### config.mk
export PLATFORM = sky130hd
export DESIGN_NAME = tinyml_hw_accel_pack_ctrl
export DESIGN_NICKNAME = d
export VERILOG_FILES = /design/src/rtl/tinyml_hw_accel_pack_ctrl.sv
export SDC_FILE = /design/constraint.sdc
export NUM_CORES = 1
export LEC_CHECK = 0
export CORE_MARGIN = 2
export CORE_UTILIZATION = 29
export CTS_CLUSTER_DIAMETER = 40
export DETAILED_ROUTE_END_ITERATION = 8
export GPL_ROUTABILITY_DRIVEN = 0
export GPL_TIMING_DRIVEN = 0
export MAX_ROUTING_LAYER = met4
export PLACE_DENSITY_LB_ADDON = 0.25
export SLEW_MARGIN = 10
export SYNTH_ARGS = -nofsm -noshare
export SYNTH_HDL_FRONTEND = slang
export SYNTH_SLANG_ARGS = --single-unit
### constraint.sdc
create_clock -name clk -period 7.1 [get_ports clk]
set_clock_uncertainty 0.05 [all_clocks]
set_input_delay 1.065 -clock clk [delete_from_list [all_inputs] [get_ports clk]]
set_output_delay 1.065 -clock clk [all_outputs]
set_load 0.005 [all_outputs]
### src/rtl/tinyml_hw_accel_pack_ctrl.sv
// Frame sequencer for the pixel packer: forwards one configured frame of pixels,
// zero-pads it to a multiple of 4, honours downstream backpressure and counts
// returned packed words to signal frame completion.
module tinyml_hw_accel_pack_ctrl #(
  parameter int unsigned PIX_W = 20
) (
  input  logic             clk,
  input  logic             rst,
  input  logic             cfg_start,
  input  logic             cfg_abort,
  input  logic [PIX_W-1:0] cfg_pixel_count,
  input  logic [1:0]       cfg_mode,
  input  logic             s_pixel_valid,
  output logic             s_pixel_ready,
  input  logic [23:0]      s_rgb,
  input  logic [7:0]       s_gray,
  input  logic             fifo_afull,
  output logic             pk_rst,
  output logic             pk_valid,
  output logic [23:0]      pk_rgb,
  output logic [7:0]       pk_gray,
  input  logic             pk_word_valid,
  output logic             busy,
  output logic             done,
  output logic [PIX_W-1:0] word_count
);

  typedef enum logic [2:0] {StIdle, StRun, StPad, StDrain, StDone} state_e;

  state_e           state_q, state_d;
  logic [PIX_W-1:0] rem_q;       // data pixels still to accept
  logic [1:0]       pad_q;       // zero pixels still to issue
  logic [PIX_W-1:0] exp_q;       // packed words expected for this frame
  logic [PIX_W-1:0] wc_q;
  logic             pk_rst_q, pk_valid_q;
  logic [23:0]      pk_rgb_q;
  logic [7:0]       pk_gray_q;

  logic             start_ok, abort_ok, hs, pad_issue, gray_sel;
  logic [1:0]       n_pad;
  logic [PIX_W-1:0] total, words4, exp_d;

  // Start/abort qualification and expected-word computation at configuration time.
  always_comb begin
    abort_ok = cfg_abort && (state_q != StIdle);
    // Abort in the same cycle drops the start.
    start_ok = cfg_start && !cfg_abort && (state_q == StIdle);
    gray_sel = (cfg_mode == 2'd2) || (cfg_mode == 2'd3);
    n_pad    = 2'd0 - cfg_pixel_count[1:0];
    total    = cfg_pixel_count + PIX_W'(n_pad);
    words4   = total >> 2;
    exp_d    = gray_sel ? words4 : words4 + (words4 << 1);
  end

  // State register.
  always_ff @(posedge clk) begin
    if (rst) state_q <= StIdle;
    else     state_q <= state_d;
  end

  // Next state, upstream ready and pixel/pad issue strobes.
  always_comb begin
    state_d       = state_q;
    s_pixel_ready = 1'b0;
    pad_issue     = 1'b0;
    unique case (state_q)
      StIdle: begin
        if (start_ok) state_d = (cfg_pixel_count == '0) ? StDone : StRun;
      end
      StRun: begin
        // Abort gates ready so no pixel is consumed and then discarded.
        s_pixel_ready = !fifo_afull && !cfg_abort;
        if (s_pixel_valid && s_pixel_ready && rem_q == PIX_W'(1)) begin
          state_d = (pad_q != 2'd0) ? StPad : StDrain;
        end
      end
      StPad: begin
        pad_issue = !fifo_afull && !cfg_abort;
        if (pad_issue && pad_q == 2'd1) state_d = StDrain;
      end
      StDrain: begin
        if (wc_q == exp_q) state_d = StDone;
      end
      StDone: begin
        state_d = StIdle;
      end
      default: state_d = StIdle;
    endcase
    if (abort_ok) state_d = StIdle;
    hs = s_pixel_valid && s_pixel_ready;
  end

  // Frame counters, word counter and registered packer outputs.
  always_ff @(posedge clk) begin
    if (rst) begin
      rem_q      <= '0;
      pad_q      <= 2'd0;
      exp_q      <= '0;
      wc_q       <= '0;
      pk_rst_q   <= 1'b1;
      pk_valid_q <= 1'b0;
      pk_rgb_q   <= '0;
      pk_gray_q  <= '0;
    end else begin
      pk_rst_q   <= start_ok || abort_ok;
      pk_valid_q <= hs || pad_issue;
      if (start_ok) begin
        rem_q <= cfg_pixel_count;
        pad_q <= n_pad;
        exp_q <= exp_d;
        wc_q  <= '0;
      end else begin
        if (hs)        rem_q <= rem_q - PIX_W'(1);
        if (pad_issue) pad_q <= pad_q - 2'd1;
        if (pk_word_valid && (state_q != StIdle) && (wc_q != '1)) wc_q <= wc_q + PIX_W'(1);
      end
      if (hs) begin
        pk_rgb_q  <= s_rgb;
        pk_gray_q <= s_gray;
      end else if (pad_issue) begin
        pk_rgb_q  <= '0;
        pk_gray_q <= '0;
      end
    end
  end

  assign pk_rst     = pk_rst_q;
  assign pk_valid   = pk_valid_q;
  assign pk_rgb     = pk_rgb_q;
  assign pk_gray    = pk_gray_q;
  assign busy       = (state_q != StIdle);
  assign done       = (state_q == StDone);
  assign word_count = wc_q;

endmodule

==> flow_summary.yaml <==
outcome:
  status: "finished, final reports clean"
finish:
  post-route-util_pct: 38.22
  syn2layout_area_growth_pct: 30.08
  final_common_cell: "clkdlybuf4s50_1"
  fin_nets: 971
  drive_gt1_share_pct: 3.825
  diodes: 0
  final_cell_mix: "clkdlybuf4s50_1, dfxtp_1, nand2_1, a21oi_1, nor2_1"
  fill_cells: 2120
setup_path:
  crit_family: "compound AO/OA/AOI/OAI gates"
  crit_chain: "clkdlybuf4s50_1 -> inv_1 -> ha_1 -> xor2_1 -> a31o_2 -> xnor2_1 -> ha_1 -> fa_1 -> a21o_1 -> a21oi_1 -> a31oi_1 -> a2111oi_2 -> nor3_2 -> a41o_1 -> a21oi_1 -> nand4_1 -> a31oi_1"
  required_ps: 7320
  criticalPathCategory: "input pin to register"
  end_kind: "register"
  cp.buffers_inverters: 2
  max_stage_delay_ps: 650
  worstPathArrival_ps: 5730
  critPathSlowestCell: "clkdlybuf4s50_1"
  path_max_fanout: 7
  r2r_slack_ps: 4140
  cp-start-kind: "input pin"
sta:
  period_needed_ps: 5515
  fmax_mhz: 181.3
  maxSlewViolCount: 0
  setup_tns_ps: 0
  tightest_slew_ps: 741.0
  setup_viol: 0
  whs_ps: 414.6
  rsz0062_at_grt: "false"
  hold_viol_final: 0
  fin_crit_sh_pct: 77.67
  slew_headroom_pct: 50.60
power:
  power_density_nw_per_um2: 184.0
  p_int_mw: 1.011
  p_leak_nw: 2.652
  comb_power_share_pct: 21.0
  switchingPower_mw: 0.4024
  total_power_mw: 1.414
  sequentialPowerShare_pct: 41.9
  clkPwrFrac_pct: 37.1
  ir_drop_v: 0.0001184
  p_sw_share_pct: 28.47
clocking:
  cts_sinks: 99
  cts-root-buf: "clkbuf_16"
  htreeDepth: 3
  hold_buffers: 0
  ctsResizeCount: 0
  cts_setup_buffers: 0
  cts_tree: "done"
  clk_path_buf_depth: 2
  clk_latency_ps: 340
  clk_pin_slew_ps: 70
  cts_buffers: 9
placement:
  dp_hpwl_um: 14410
  portBuffers: 112
yosys:
  ys_async_sr_fraction_pct: 0
  syn_inst: 761
  ys_seq_area_share_pct: 33.55
  synth_cell_types: 68
  ys_seq_elements: 99
  synth_fp_nets: 848
  syn_area_per_cell_um2: 7.762
  synthesis.area_um2: 5907
  yosysWarnings: 0
  synthFlopType: "dfxtp_1"
  synth_edf_count: 0
detailed_routing:
  antenna_left: 0
  drc: 0
  routed.top_layer: "met4"
  met2_wirelength_um: 9345
  drt_first_pass_iters: 5
  drt-wirelength-per-cell_um: 16.21
  dr_wl_met3_um: 811
  met1_length_um: 8370
  vias_per_cell: 5.141
  vias: 5958
  drt-total-wl_um: 18790
  drt_iter0_drc: 364
die:
  core_um2: 20100
  start_util_pct: 29.38
  dieHeight_um: 146.7
  rows: 52
  dieArea_um2: 21530
  die-width_um: 146.7
  io_pins: 118
global_routing:
  grt_start_max_net_pins: 17
  grt_pass1_vias: 5470
  grt_pass1_wl_um: 29710
  antenna_found_initial: 0
  grt.overflow.total: 0
  grt_use_total_pct: 17.74
job:
  cap_viol_max_count: 0
min_path:
  holdCritPathClass: "register to register"
layer usage:
metal	global-route usage (%)	vias up
met1	21.90	2803
met3	2.981	19
met4	4.417	0
met2	30.23	147
met5	-	-
li1	-	2989
worst reg2reg max path, cell delays in order, from the launching register on:
cell and delay, ps:
dfxtp_1 440, or3_1 140, clkbuf_1 270, or3b_2 240
clkbuf_1 580, buf_1 430, clkbuf_1 500, nand2_1 120
a21oi_1 130
synthesized netlist by cell type (2+ instances only):
cell        n  area, µm²
dfxtp_1    99       1982
nand2_1    94      352.8
a21oi_1    88      440.4
nor2_1     75      281.5
nand3_1    52      260.3
xnor2_1    46      402.9
clkbuf_1   38      142.6
ha_1       25      312.8
xor2_1     23      201.4
inv_1      21      78.83
nor3_1     18      90.09
o21ai_0    18      90.09
nor4_1     15      93.84
nand4_1    13      81.33
a31oi_1    12      75.07
o211ai_1   10      75.07
a211oi_1    9      67.56
a21o_1      8      60.06
or3_1       8      50.05
and3_1      7      43.79
or4_1       7      52.55
a22oi_1     5      37.54
or2_2       5      31.28
and2_1      4      25.02
and4_1      3      26.28
nor3b_1     3      22.52
o311ai_0    3      26.28
a2111oi_0   2      17.52
a221oi_1    2      17.52
a311o_1     2      20.02
a311oi_1    2      17.52
a32oi_1     2      17.52
a41o_1      2      20.02
mux2i_1     2      20.02
nand2b_1    2      12.51
nand3b_1    2      15.01
o2111ai_1   2      17.52
o21a_1      2      15.01
sequential cells by signal, summed over array words and instances, names as in the netlist:
signal,flops
word_count,20
pk_gray,8
pk_rgb,24
state_q,3
pk_valid,1
exp_q,20
pad_q,2
rem_q,20
pk_rst,1
cell type report:
cell class	count	area, µm²	area share [%]
Inverter	22	82.58	1.075
Timing Repair Buffer	112	1121	14.59
Tap cell	270	337.8	4.397
Multi-Input combinational cell	599	3684	47.94
Clock buffer	9	225.2	2.931
Sequential cell	99	1982	25.79
Buffer	41	158.9	2.068
Clock inverter	7	92.59	1.205
stage by stage:
step	cell area [µm²]	worst slack [ps]	instances
after floorplan	5907	2512	761
after global placement	7366	1300	1143
after detailed placement	7366	1244	1143
after CTS	7684	1601	1159
after global routing	7684	1312	1159
final	7684	1585	1159
power groups by stage:
stage	registers, mW	logic, mW	clock network, mW
3_5_place_dp	0.604	0.295	0
6_report	0.592	0.297	0.524
4_1_cts	0.592	0.296	0.537
2_1_floorplan	0.600	0.193	0
5_1_grt	0.594	0.329	0.553
3_3_place_gp	0.604	0.294	0
logic make-up (layout without fill, tap and decap cells):
logic type                 after synthesis  in the layout  synth area share (%)
AOI/OAI and AO/OA                      185            185                 20.21
xor gates and xnor gates                69             69                 10.23
adders and majority gates               27             27                 5.825
buffers and inverters                   63            191                 4.088
DFF                                     99             99                 33.55
muxes                                    2              2                0.3389
and+or+nand+nor                        316            316                 25.76
path summary, 6_finish.rpt:
kind / to / startpoint / depth (start not counted)
max: exp_q[13] / cfg_pixel_count[0] / 17
min: pk_rgb[23] / pk_rgb[23] / 2
max reg2reg: exp_q[9] / state_q[2] / 8
min reg2reg: pk_rgb[23] / pk_rgb[23] / 2
Note: power is estimated with default switching activity, not from simulation.
